`config.mk`:
```
export PLATFORM = sky130hd
export DESIGN_NAME = step_counter
export DESIGN_NICKNAME = d
export VERILOG_FILES = /design/src/rtl/step_counter_pkg.sv /design/src/rtl/step_counter_ctrl.sv /design/src/rtl/step_counter.sv
export SDC_FILE = /design/constraint.sdc
export NUM_CORES = 1
export LEC_CHECK = 0
export BUFFER_PORTS_ARGS = -buffer_cell sky130_fd_sc_hd__buf_2
export CELL_PAD_IN_SITES_DETAIL_PLACEMENT = 0
export CELL_PAD_IN_SITES_GLOBAL_PLACEMENT = 1
export CORE_AREA = 2 2 39 41
export CTS_BUF_LIST = sky130_fd_sc_hd__clkbuf_8
export DETAILED_ROUTE_END_ITERATION = 16
export DIE_AREA = 0 0 41 43
export GPL_TIMING_DRIVEN = 1
export PLACE_DENSITY_LB_ADDON = 0.1
export SKIP_LAST_GASP = 1
export SYNTH_ARGS = -nofsm -noshare
export SYNTH_HDL_FRONTEND = slang
export SYNTH_SLANG_ARGS = --single-unit
```
`constraint.sdc`:
```
create_clock -name clk -period 1.47 [get_ports clk]
set_clock_uncertainty 0.05 [all_clocks]
set_input_delay 0.0735 -clock clk [delete_from_list [all_inputs] [get_ports clk]]
set_output_delay 0.0735 -clock clk [all_outputs]
set_load 0.03 [all_outputs]
```
`src/rtl/step_counter_pkg.sv`:
```
// Shared types and defaults for the step counter: FSM state encoding,
// counter operation codes and a load clamp helper.
package step_counter_pkg;

  localparam int DEF_WIDTH   = 2;
  localparam int DEF_MODULUS = 4;

  typedef enum logic [1:0] {
    IDLE = 2'b00,
    RUN  = 2'b01,
    DONE = 2'b10
  } state_e;

  // Operation the control block requests from the count register each edge.
  typedef enum logic [1:0] {
    OP_HOLD = 2'b00,
    OP_CLR  = 2'b01,
    OP_INC  = 2'b10,
    OP_LOAD = 2'b11
  } cnt_op_e;

  function automatic logic [15:0] clamp16(input logic [15:0] val, input logic [15:0] lim);
    return (val > lim) ? lim : val;
  endfunction

endpackage

```
`src/rtl/step_counter_ctrl.sv`:
```
// Control for the step counter: sclr/load/count priority, ONE_SHOT sweep FSM,
// registered done/busy. STEP_COUNTER_SATURATE_EN selects hold-at-max counting.
module step_counter_ctrl
  import step_counter_pkg::*;
#(
  parameter int ONE_SHOT = 0
) (
  input  logic    clk_i,
  input  logic    rst_ni,
  input  logic    sclr_i,
  input  logic    load_i,
  input  logic    en_i,
  input  logic    start_i,
  input  logic    at_max_i,
`ifdef STEP_COUNTER_SATURATE_EN
  input  logic    at_pre_i,
`endif
  output cnt_op_e op_o,
  output logic    done_o,
  output logic    busy_o,
  output state_e  state_o
);

  state_e state_q, state_d;
  logic   done_q, done_d;
  logic   busy_q, busy_d;
  logic   wrap_done;

  always_comb begin
    state_d   = state_q;
    op_o      = OP_HOLD;
    wrap_done = 1'b0;
    if (sclr_i) begin
      state_d = IDLE;
      op_o    = OP_CLR;
    end else if (load_i) begin
      // Load keeps the FSM where it is; DONE still lasts only one cycle.
      op_o = OP_LOAD;
      if (state_q == DONE) state_d = IDLE;
    end else if (ONE_SHOT == 0) begin
      state_d = IDLE;
      if (en_i) begin
`ifdef STEP_COUNTER_SATURATE_EN
        if (!at_max_i) begin
          op_o      = OP_INC;
          wrap_done = at_pre_i;
        end
`else
        if (at_max_i) begin
          op_o      = OP_CLR;
          wrap_done = 1'b1;
        end else begin
          op_o = OP_INC;
        end
`endif
      end
    end else begin
      case (state_q)
        IDLE: begin
          if (start_i) begin
            state_d = RUN;
            op_o    = OP_CLR;
          end
        end
        RUN: begin
          if (en_i) begin
            if (at_max_i) begin
              state_d = DONE;
              op_o    = OP_CLR;
            end else begin
              op_o = OP_INC;
            end
          end
        end
        DONE: begin
          if (start_i) begin
            state_d = RUN;
            op_o    = OP_CLR;
          end else begin
            state_d = IDLE;
          end
        end
        default: begin
          state_d = IDLE;
          op_o    = OP_CLR;
        end
      endcase
    end
    done_d = (ONE_SHOT != 0) ? (state_d == DONE) : wrap_done;
    busy_d = (ONE_SHOT != 0) && (state_d == RUN);
  end

  always_ff @(posedge clk_i or negedge rst_ni) begin
    if (!rst_ni) begin
      state_q <= IDLE;
      done_q  <= 1'b0;
      busy_q  <= 1'b0;
    end else begin
      state_q <= state_d;
      done_q  <= done_d;
      busy_q  <= busy_d;
    end
  end

  assign done_o  = done_q;
  assign busy_o  = busy_q;
  assign state_o = state_q;

endmodule

```
`src/rtl/step_counter.sv`:
```
// Modulo step counter with sync clear/load, free-running or one-shot sweep.
// Define STEP_COUNTER_SATURATE_EN to hold at MODULUS-1 in free-running mode.
module step_counter
  import step_counter_pkg::*;
#(
  parameter int WIDTH    = DEF_WIDTH,
  parameter int MODULUS  = DEF_MODULUS,
  parameter int ONE_SHOT = 0
) (
  input  logic             clk,
  input  logic             aclr_n,
  input  logic             sclr,
  input  logic             en,
  input  logic             start,
  input  logic             load,
  input  logic [WIDTH-1:0] load_val,
  output logic [WIDTH-1:0] count_out,
  output logic             tc,
  output logic             done,
  output logic             busy,
  output logic [1:0]       dbg_state_o
);

  localparam logic [WIDTH-1:0] MAX_VAL = WIDTH'(MODULUS - 1);

  logic [WIDTH-1:0] count_q, count_d;
  logic [WIDTH-1:0] load_clamped;
  logic             at_max;
  cnt_op_e          op;
  state_e           ctrl_state;

  assign at_max       = (count_q == MAX_VAL);
  assign load_clamped = WIDTH'(clamp16(16'(load_val), 16'(MODULUS - 1)));

`ifdef STEP_COUNTER_SATURATE_EN
  localparam logic [WIDTH-1:0] PRE_VAL = WIDTH'(MODULUS - 2);
  logic at_pre;
  assign at_pre = (count_q == PRE_VAL);
`endif

  step_counter_ctrl #(
    .ONE_SHOT (ONE_SHOT)
  ) u_ctrl (
    .clk_i    (clk),
    .rst_ni   (aclr_n),
    .sclr_i   (sclr),
    .load_i   (load),
    .en_i     (en),
    .start_i  (start),
    .at_max_i (at_max),
`ifdef STEP_COUNTER_SATURATE_EN
    .at_pre_i (at_pre),
`endif
    .op_o     (op),
    .done_o   (done),
    .busy_o   (busy),
    .state_o  (ctrl_state)
  );

  always_comb begin
    count_d = count_q;
    case (op)
      OP_CLR:  count_d = '0;
      OP_INC:  count_d = count_q + WIDTH'(1);
      OP_LOAD: count_d = load_clamped;
      default: count_d = count_q;
    endcase
  end

  always_ff @(posedge clk or negedge aclr_n) begin
    if (!aclr_n) count_q <= '0;
    else         count_q <= count_d;
  end

  assign count_out   = count_q;
  assign tc          = at_max;
  assign dbg_state_o = ctrl_state;

endmodule

```
==> impl.org, run 1 <==
** Outcome
- The run finished with clean final reports.

** Pwr
- Per report_power, the combinational group accounts for between 10% and 20% of the total.
- The clock network accounts for approximately three fifths of the total power.
- Switching share of power :: about a quarter
- The internal portion of the total power is just under 0.3 mW.
- For this design the total switching power over the nets is ~0.096 mW.
- Sequential share of power :: between 20% and 30%
- Power spread over the standard cell area amounts to roughly 1200 nW/um^2.
- Leakage power total :: about 0.16 nW
- Maximum vdd ir drop :: around 0.26 mV

** Clocking
- In this run, CTS created clock tree buffers numbering 3.
- Reg clk slew, reported paths :: roughly 30 ps
- TritonCTS built the clock tree.
- The clock reaches the later pin of the worst-skew pair after between 200 and 250 ps.
- Maximum clock insertion buffer count :: 2
- In this run the clock root is driven by a sky130_fd_sc_hd__clkbuf_8.
- For this design, the sink count on the clock tree is 3.
- CTS HTree Levels :: 1

** Layout
- Antenna cell count :: 0
- NumNets Final :: 44
- Layout Area Growth over Synthesis :: 69.3%
- The sequential cells in the finished layout cover a total of just under 80 sq um.
- Fill count :: about 160
- Proportion of layout cells with a drive suffix above 1 :: a little over half
- Area of combinational cells with multiple inputs :: ~110 sq um

** Critical path
- Of all nets on the critical path, the largest fanout is 4.
- Data required, critical path :: ~1500 ps
- STA classifies the critical path endpoint as a flip-flop.
- The worst register-to-register path begins at count_out[1]$_DFFE_PN0P_.
- Critical path cell sequence :: ha_4 > or3b_1 > a311oi_2
- At the worst endpoint, the arrival time is approximately 1400 ps.
- STA classifies the critical path startpoint as a flip-flop.
- Worst r2r dst :: count_out[0]$_DFFE_PN0P_
- Cells on worst reg2reg path :: 3
- The setup check on the worst reg-to-reg path leaves a slack of 90 ps.
- Largest stage delay, worst path :: ~420 ps
- The critical path is of the flip-flop to flip-flop type.
- Buf+Inv Stages, Crit Path :: 0
- Crit-path leading delay family :: flip-flops
- Critical-path top delay cell :: sky130_fd_sc_hd__dfrtp_2

** Yosys
- Avg Synthesized Cell Area :: between 10 and 15 sq um
- Yosys warning count :: 0
- Synth Flop Type :: sky130_fd_sc_hd__dfrtp_1
- Mapped Cells :: 19
- Number of library cell types mapped by synthesis :: 13
- Count of state elements after synthesis :: 3
- By area the synthesized netlist is led by sky130_fd_sc_hd__dfrtp_1 (39%), sky130_fd_sc_hd__buf_4 (12%), sky130_fd_sc_hd__a311oi_2 (7.8%).
- Area fraction of the dominant cell type after synthesis :: approximately two fifths
- Counting flops with a built-in enable in the synthesized netlist gives 0.
- Mapped cell area :: 191 sq um
- The largest total area in the synthesized netlist belongs to sky130_fd_sc_hd__dfrtp_1.
- In the synthesized netlist, the cells that appear most often are sky130_fd_sc_hd__buf_4 (3), sky130_fd_sc_hd__dfrtp_1 (3), sky130_fd_sc_hd__nand2b_1 (2), sky130_fd_sc_hd__nor2b_1 (2).
- After synthesis, the share of flip-flops with an asynchronous set or reset is 100%.
- The share of the Yosys chip area taken by registers is around two fifths.

** Routing
- The routed design uses 250 um of met2 wire.
- In the final routed layout, each cell accounts on average for between 8 and 9 um.
- Detailed routing inserted a total of about 180 vias.
- For this block, wires on met1 add up to between 150 and 200 um.
- Antenna viol nets, final :: 0
- Routed wire length :: around 450 um
- Via-to-Cell Ratio :: 3.54
- DRC violation count after routing :: 0
- Detailed routing placed a total of 39 um of wire on met3.
- 1st-iter DRT viols :: 1
- The pre-antenna-repair detailed-routing pass consisted of 2 iterations.
- Highest routed layer :: met3

** Placed design
- Summed over all nets, the half-perimeter wirelength after detailed placement is about 370 um.
- Port bufs :: 10
- Placer congestion estimate :: between 0.6 and 0.7
- OpenSTA, run right after detailed placement, puts the worst setup slack at around 76 ps.

** Global route
- The via count of the first global-routing pass came to 188.
- Total grt overflow :: 0
- The number of antenna violations at the first check in global routing is 0.
- Entering global routing, the biggest net connects 6 pins.
- Total Routing Usage GR :: under 10%
- The first global-routing pass estimated 690 um of wire.

** Hold path
- Hold Path Class :: input port to flip-flop
- Number of cells traversed by the worst hold path :: 2
- Worst min-delay path startpoint :: sclr
- WHS Endpoint :: count_out[0]$_DFFE_PN0P_

** Timing
- Number of max-slew violations in the final report :: 0
- Count of final setup violators :: 0
- Derived from the worst setup path, the maximum achievable clock frequency is 0.724 GHz.
- After layout, the worst setup slack is roughly 90 ps.
- The worst path needs between 1000 and 1500 ps of the cycle, external delays included.
- Unrepaired setup endpoints after global routing :: no
- Number of endpoints with negative hold slack in the final report :: 0
- Adding up every negative setup slack in the final design gives 0 ps.
- In the finished design, the share of the clock period the worst path needs comes to a little over nine tenths.

** Die
- Number of primary I/O pins :: 15
- Initial Utilization :: 13.8%
- From left edge to right edge, the die measures 41 um.
- The floorplan has 14 rows.
- Area of the core :: 1380 sq um
- Full die area :: 1760 sq um
- The floorplan step set the die height to roughly 43 um.

** Job
- Max_cap viols :: 0
[flip-flops by register name, summed over array words and instances (netlist names)]
name	count
count_out	2
u_ctrl.done_o	1
[cell usage in the layout (no fill, tap or decap), types with 2 or more instances in the layout]
master | Yosys | layout
sky130_fd_sc_hd__inv_1 | 1 | 2
sky130_fd_sc_hd__nor2b_1 | 2 | 2
sky130_fd_sc_hd__clkbuf_8 | 0 | 3
sky130_fd_sc_hd__dfrtp_2 | 0 | 2
sky130_fd_sc_hd__nand2b_1 | 2 | 2
sky130_fd_sc_hd__buf_2 | 0 | 10
sky130_fd_sc_hd__conb_1 | 1 | 3
[per-layer routing]
metal  global-route usage [%]  up-vias
li1                         -       88
met4                     8.00        0
met2                     10.0        7
met3                        0        0
met5                        0        -
met1                     6.07       82
[layout make-up]
class                      count  share of cell area (%)
clock buffer                   3                    12.7
clock inverter                 1                    1.16
inverter                       1                    1.16
multi-input combinational     14                    34.0
sequential                     3                    23.9
tap                           16                    6.18
timing repair buffer          12                    20.8
[how the worst max path moves through the flow]
| stage | startpoint | end | depth (start not counted) |
|---|---|---|---|
| floorplan | count_out[0]$_DFFE_PN0P_ | count_out[0]$_DFFE_PN0P_ | 3 |
| global placement | count_out[1]$_DFFE_PN0P_ | count_out[0]$_DFFE_PN0P_ | 3 |
| detailed placement | count_out[1]$_DFFE_PN0P_ | count_out[0]$_DFFE_PN0P_ | 3 |
| CTS | count_out[1]$_DFFE_PN0P_ | count_out[0]$_DFFE_PN0P_ | 3 |
| global route | count_out[1]$_DFFE_PN0P_ | count_out[0]$_DFFE_PN0P_ | 3 |
| finish | count_out[1]$_DFFE_PN0P_ | count_out[0]$_DFFE_PN0P_ | 3 |
[kinds of logic after synthesis]
group	count (synthesis)	share of synthesized area (%)
buf+inv	4	13.7
fa+ha+maj	1	6.53
compound gates	2	12.4
flops	3	39.2
other cells	1	1.96
simple gates	8	26.1
[timing repair]
action                                 4_1_cts  5_1_grt
buffers inserted                             0        0
setup endpoints to repair                    0        0
resized for setup                            0        0
hold buffers                                 1        0
endpoints found under the hold margin        3        0
[metrics by stage]
stage / power, mW / hold slack [ps] / std cells / util (%) / area [sq um]
global route: 0.410 / 6.72 / 50 / 23.4 / 324
CTS: 0.396 / 1.04 / 50 / 23.4 / 324
floorplan: 0.141 / -272 / 21 / - / 214
global placement: 0.159 / -183 / 45 / 19.4 / 269
finish: 0.388 / 1.72 / 50 / 23.4 / 324
detailed placement: 0.159 / -178 / 45 / 19.4 / 269
[power by group through the flow]
stage	registers, mW	clock network [mW]	logic (mW)
global route	0.0940	0.243	0.0734
CTS	0.0936	0.235	0.0669
finish	0.0934	0.229	0.0659
global placement	0.0950	0	0.0643
detailed placement	0.0945	0	0.0646
floorplan	0.104	0	0.0374
Power figures use the tool's default switching activity.
==> run 2, diff against run 1 <==
Settings changed: CORE_AREA 2 2 39 41 to 8 8 45 47, DIE_AREA 0 0 41 43 to 0 0 53 55.
==> run 2 against run 1 <==
First-iteration DRC count is 100% lower; worst hold slack got worse by 0.75 ps; critical path type unchanged; via count grew 1.1%; count of clock-buffer cells in the layout stayed put; sequential power hardly changed.
==> impl.org, run 2 (synthesized netlist as in run 1, its figures left out) <==
** Timing
- The smallest clock period supported by the final layout is computed as 1410 ps.
- Setup tns final :: 0 ps
- The number of max-slew violations in the final report is 0.
- Maximum frequency from static timing analysis :: between 0.7 and 0.8 GHz
- Crit path setup slack, layout :: ~55 ps
- The number of failing hold endpoints at the final stage is 0.
- Count of final setup violators :: 0
- Setup repair after global routing left no endpoint under its margin.
- Portion of the clock cycle consumed by the worst path in the final layout :: a little over nine tenths

** Placed design
- Placer congestion estimate :: around 0.63
- Post-Place Worst Slack :: 81.5 ps
- DP Wirelength :: ~460 um
- In this run the cell area measured after placement is 269 sq um.
- Port bufs :: 10

** Die
- Vert. Die Dim :: between 50 and 60 um
- Full die area :: around 2900 sq um
- After floorplanning, the core was sized to cover 1380 sq um.
- During I/O placement, the number of pins put on the boundary was 15.
- For this configuration, the core starts out at a cell density of between 10 and 15%.
- The die is 53 um wide.
- Number of standard-cell rows in the floorplan :: 14

** Clocking
- TritonCTS clock tree :: done
- Cell at the root of the clock tree :: sky130_fd_sc_hd__clkbuf_8
- The clock passes through at most 2 buffers.
- The later pin in the worst-skew pair is clocked with a latency of 210 ps.
- CTS Sinks :: 3
- Count of buffers added by post-CTS timing repair for setup :: 0
- The number of clock buffers added by TritonCTS is 3.
- In this run the number of H-tree levels came out at 1.
- Reg clk slew, reported paths :: around 30 ps

** Critical path
- STA classifies the critical path startpoint as a flip-flop.
- Endpoint type of the worst setup path :: flip-flop
- For the worst flop-to-flop path, the logic depth is 3.
- Data arrival time of the critical path :: ~1500 ps
- Critical path class :: flip-flop to flip-flop
- In this run the critical register-to-register path is launched from count_out[1]$_DFFE_PN0P_.
- Of all nets on the critical path, the largest fanout is 4.
- The setup check on the worst reg-to-reg path leaves a slack of between 50 and 60 ps.
- Worst r2r dst :: count_out[0]$_DFFE_PN0P_
- Data required, critical path :: 1520 ps

** Hold path
- Worst min-delay path startpoint :: sclr
- Number of cells traversed by the worst hold path :: 2
- The worst hold path belongs to the class input port to flip-flop.
- WHS Endpoint :: count_out[1]$_DFFE_PN0P_

** Global route
- Total Routing Usage GR :: 4.60%
- The number of antenna violations at the first check in global routing is 0.
- Entering global routing, the biggest net connects 6 pins.
- The via count of the first global-routing pass came to just over 200.
- GRT Max-Usage Layer :: met4
- Routing usage on met1 :: ~3.7%
- The first global-routing pass estimated roughly 880 um of wire.
- For met2 alone, demand over resource in global routing was between 6 and 7%.
- For met3 alone, demand over resource in global routing was ~3.2%.
- The total overflow left after global routing is 0.

** Layout
- After filler insertion, the fill cell instance count of the layout stands at between 150 and 200.
- For this run, the post-layout net count is 44.
- The library cell used most frequently in the layout, excluding fill and tap cells, is sky130_fd_sc_hd__buf_2.
- Max reg flops :: 2
- Layout Area Growth over Synthesis :: 69.3%
- Top library cells by usage in the layout, fill and taps aside :: sky130_fd_sc_hd__buf_2 (10), sky130_fd_sc_hd__conb_1 (3), sky130_fd_sc_hd__clkbuf_8 (3)
- Antenna cell count :: 0
- Proportion of layout cells with a drive suffix above 1 :: between 50% and 60%
- Post-route cell area :: approximately 320 sq um
- Once layout is complete, the utilization of the core stands at 23.4%.

** Pwr
- Overall power consumption :: ~0.4 mW
- For this design the static power due to leakage is approximately 0.16 nW.
- Maximum vdd ir drop :: around 0.24 mV
- Power density cells :: 1200 nW/um^2

** Routing
- For this block, the initial DRC count from the detailed router was 0.
- After detailed routing, the average wire length per cell comes to about 11 um.
- Via-to-Cell Ratio :: between 3 and 4
- Summed over all layers, the routed wires come to between 500 and 600 um.
- For this run, the detailed router's first-pass iteration total came to 1.
- Total vias in the final route :: approximately 180
- In the routed design, unresolved DRC markers number 0.
- Antenna viol nets, final :: 0

** Outcome
- The flow ran to the end, and the final reports show no timing, DRC or antenna violations.

** Job
- Max_cap viols :: 0
run 2: cell counts in the layout (fill, tap and decap cells not counted):
Identical to the previous run, type by type.
run 2: worst max-delay path by stage:
stage	from	endpoint	slack, ps	cells past startpoint
2_1_floorplan	count_out[0]$_DFFE_PN0P_	count_out[0]$_DFFE_PN0P_	9	3
3_3_place_gp	count_out[1]$_DFFE_PN0P_	count_out[0]$_DFFE_PN0P_	80	3
3_5_place_dp	count_out[1]$_DFFE_PN0P_	count_out[0]$_DFFE_PN0P_	80	3
4_1_cts	count_out[1]$_DFFE_PN0P_	count_out[0]$_DFFE_PN0P_	40	3
5_1_grt	count_out[1]$_DFFE_PN0P_	count_out[0]$_DFFE_PN0P_	7	3
6_report	count_out[1]$_DFFE_PN0P_	count_out[0]$_DFFE_PN0P_	60	3
run 2: report_power, final:
group          switching (mW)  leakage (nW)  internal [mW]
Clock                  0.0512        0.0269          0.177
Sequential            0.00521        0.0370         0.0885
Combinational          0.0410        0.0944         0.0266
run 2: timing repair:
item                                   4_1_cts  5_1_grt
hold buffers                                 1        0
setup endpoints to repair                    0        0
gates resized for setup                      0        0
endpoints found under the hold margin        3        0
run 2: critical path, stage by stage, from the launching register on:
cell and delay, ps:
sky130_fd_sc_hd__dfrtp_2 420, sky130_fd_sc_hd__ha_4 170, sky130_fd_sc_hd__or3b_1 390, sky130_fd_sc_hd__a311oi_2 270
run 2: cell type report:
cell class                 count  area, sq um  area share, %
clock inverter                 1         3.75           1.16
tap                           16         20.0           6.18
clock buffer                   3         41.3           12.7
multi-input combinational     14          110           34.0
timing repair buffer          12         67.6           20.8
inverter                       1         3.75           1.16
sequential                     3         77.6           23.9
run 2: through the flow:
step	hold WS, ps	instances
after global routing	7.38	50
final	0.977	50
after global placement	-183	45
after detailed placement	-178	45
after CTS	0.781	50
after floorplan	-272	21
run 2: metal layers:
| metal | up-vias | share of wire (%) |
|---|---|---|
| li1 | 89 | - |
| met1 | 81 | 34 |
| met2 | 9 | 50 |
| met3 | 0 | 17 |
| met4 | 0 | 0 |
| met5 | - | 0 |
==> run 3, diff against run 2 <==
Settings changed: RECOVER_POWER set to 25.
==> run 3 against run 2 <==
The flow now finishes with violations (negative hold slack); first-iteration DRC count did not move; setup slack got worse by 8.3 ps; fmax shrank 0.59%; register-to-register slack is essentially flat; count of clock-buffer cells in the layout is the same; core utilization decreased by 0.090 points; die area stayed put; largest cell class unchanged.
==> impl.org, run 3 (synthesized netlist as in run 1, its figures left out) <==
** Outcome
- The run finished, with violations left.
- Failing checks :: negative hold slack

** Critical path
- R2R Setup Slk :: ~47 ps
- Data required, critical path :: between 1500 and 2000 ps
- Together, buffers and inverters on the worst path number 0.
- Crit-path leading delay family :: flip-flops
- Endpoint type of the worst setup path :: flip-flop
- The critical path crosses 3 cells after its start point.
- Largest stage delay, worst path :: about 420 ps
- The startpoint identified for the worst register-to-register timing path is count_out[1]$_DFFE_PN0P_.
- The critical path in this run is classified as flip-flop to flip-flop.
- Critical path cell sequence :: ha_4 > or3b_1 > a311oi_2
- Max Fanout on Critical Path :: 4
- Sort of element at the start of the critical path :: flip-flop
- In this run the critical register-to-register path is captured at count_out[0]$_DFFE_PN0P_.
- For the worst setup path, the data arrival time is between 1000 and 1500 ps.
- The number of cells on the worst reg-to-reg path is 3.
- Critical-path top delay cell :: sky130_fd_sc_hd__dfrtp_2

** Global route
- Total Routing Usage GR :: around 4.6%
- Initial antenna violation count :: 0
- The first global-routing pass estimated between 800 and 900 um of wire.
- Number of global-route vias before repair :: approximately 210
- Total grt overflow :: 0
- Largest net degree at the start of global routing :: 6

** Layout
- The top cell types in the final layout, fill and taps aside, are sky130_fd_sc_hd__buf_2 (9), sky130_fd_sc_hd__conb_1 (3), sky130_fd_sc_hd__clkbuf_8 (3).
- Leading cell type in the layout, fill and taps excluded :: sky130_fd_sc_hd__buf_2
- Layout Area Growth over Synthesis :: 68.6%
- Counting the fill cells in the layout gives 158.
- Area of combinational cells with multiple inputs :: between 100 and 150 sq um
- Footprint of the flip-flops and latches :: a little under 80 sq um
- NumNets Final :: 44
- The register with the most flip-flops in the layout has 2 of them.
- The repair_antennas step left the layout with diodes totalling 0.
- The finished cells cover around 320 sq um.
- Proportion of layout cells with a drive suffix above 1 :: approximately 50%

** Job
- Max_cap viols :: 0

** Timing
- The clock period could shrink to roughly 1400 ps.
- The tightest hold path in the finished design has a slack of -0.299 ps.
- Setup repair after global routing left no endpoint under its margin.
- In the finished design, the share of the clock period the worst path needs comes to between 90% and 100%.
- Maximum frequency from static timing analysis :: approximately 0.70 GHz
- Count of final setup violators :: 0
- Number of endpoints with negative hold slack in the final report :: 1
- Setup tns final :: 0 ps
- Number of max-slew violations in the final report :: 0

** Die
- The floorplan step defined a die boundary enclosing 2920 sq um.
- Die extent in x :: between 50 and 60 um
- Area of the core :: approximately 1400 sq um
- Vert. Die Dim :: between 50 and 60 um
- The floorplan has 14 rows.
- Pin placement for this block handled 15 I/O pins.
- Once the floorplan was initialized, standard cells occupied 13.8% of the core.

** Routing
- The first routing iteration left 0 violations.
- In the routed layout, each cell is associated on average with a via count of approximately 3.6.
- Routed wire length :: 575 um
- In the final routed layout, each cell accounts on average for 11.5 um.
- Number of optimization iterations in the first detailed-route pass :: 1
- Antenna viol nets, final :: 0
- DRC violation count after routing :: 0
- Total vias in the final route :: 179

** Clocking
- TritonCTS clock tree :: done
- The number of clock buffers added by TritonCTS is 3.
- Maximum clock insertion buffer count :: 2
- Count of buffers added by post-CTS timing repair for setup :: 0
- Clock latency on the worst-skew pair, taken at its later pin, is ~210 ps.
- CTS Sinks :: 3
- After clock tree synthesis, the clock-pin slew on the worst setup and hold paths is 30 ps.
- CTS HTree Levels :: 1
- Cell at the root of the clock tree :: sky130_fd_sc_hd__clkbuf_8

** Placed design
- The congestion estimate from routability-driven global placement came to 0.628.
- Input and output buffers added on the ports amount to 10.
- After legalization and detailed placement, the total HPWL measured approximately 460 um.
- The placed instances occupy a cell area of about 270 sq um.

** Hold path
- The worst hold path begins at sclr.
- Hold Path Class :: input port to flip-flop
- Number of cells traversed by the worst hold path :: 2
- The worst hold path terminates at count_out[1]$_DFFE_PN0P_.

** Pwr
- The worst-case IR drop observed on VDD is between 0.2 and 0.25 mV.
- Overall power consumption after layout is estimated at a little under 0.4 mW.
- Dividing total power by cell area gives a power density of 1210 nW/um^2.
- Summed over all cells, the static leakage comes to 0.156 nW.
-- run 3: changes by cell type in the layout (fill, tap and decap cells not counted), sizes merged --
cell    before  now
buf         11   10
clkbuf       3    4
-- run 3: where the power goes --
group | internal, mW | switching [mW] | total [mW] | leakage (nW)
clock network | 0.178 | 0.0516 | 0.229 | 0.0269
logic | 0.0262 | 0.0411 | 0.0673 | 0.0917
registers | 0.0885 | 0.00523 | 0.0938 | 0.0370
total | 0.292 | 0.0979 | 0.390 | 0.156
-- run 3: final cells by class --
type,count,area share (%)
Tap cell,16,6.20
Sequential cell,3,24.0
Clock inverter,1,1.16
Multi-Input combinational cell,14,34.1
Clock buffer,3,12.8
Inverter,1,1.16
Timing Repair Buffer,12,20.5
-- run 3: per-layer routing --
| metal | wire length, um | part of all wire, % | vias to the layer above | global-route usage, % |
|---|---|---|---|---|
| met1 | 199 | 35 | 81 | 3.66 |
| met4 | 0 | 0 | 0 | 6.47 |
| li1 | - | - | 89 | - |
| met3 | 95 | 17 | 0 | 3.21 |
| met2 | 281 | 49 | 9 | 6.45 |
| met5 | 0 | 0 | - | 0 |
-- run 3: per-stage QoR --
| stage | hold slack [ps] | instances | utilization (%) | worst slack [ps] |
|---|---|---|---|---|
| 2_1_floorplan | -272 | 21 | - | 8.78 |
| 6_report | -0.299 | 50 | 23.3 | 46.7 |
| 5_1_grt | 7.38 | 50 | 23.3 | 7.18 |
| 4_1_cts | 0.781 | 50 | 23.4 | 41.6 |
| 3_5_place_dp | -178 | 45 | 19.4 | 81.5 |
| 3_3_place_gp | -183 | 45 | 19.4 | 77.3 |
-- run 3: how the worst max path moves through the flow --
| stage | from | end | slack [ps] |
|---|---|---|---|
| floorplan | count_out[0]$_DFFE_PN0P_ | count_out[0]$_DFFE_PN0P_ | 9 |
| global placement | count_out[1]$_DFFE_PN0P_ | count_out[0]$_DFFE_PN0P_ | 80 |
| detailed placement | count_out[1]$_DFFE_PN0P_ | count_out[0]$_DFFE_PN0P_ | 80 |
| CTS | count_out[1]$_DFFE_PN0P_ | count_out[0]$_DFFE_PN0P_ | 40 |
| global route | count_out[1]$_DFFE_PN0P_ | count_out[0]$_DFFE_PN0P_ | 7 |
| finish | count_out[1]$_DFFE_PN0P_ | count_out[0]$_DFFE_PN0P_ | 50 |
-- run 3: repair_timing --
item | CTS | global route
hold buffers | 1 | 0
endpoints found under the setup margin | 0 | 0
resized for setup | 0 | 0
hold endpoints to repair | 3 | 0
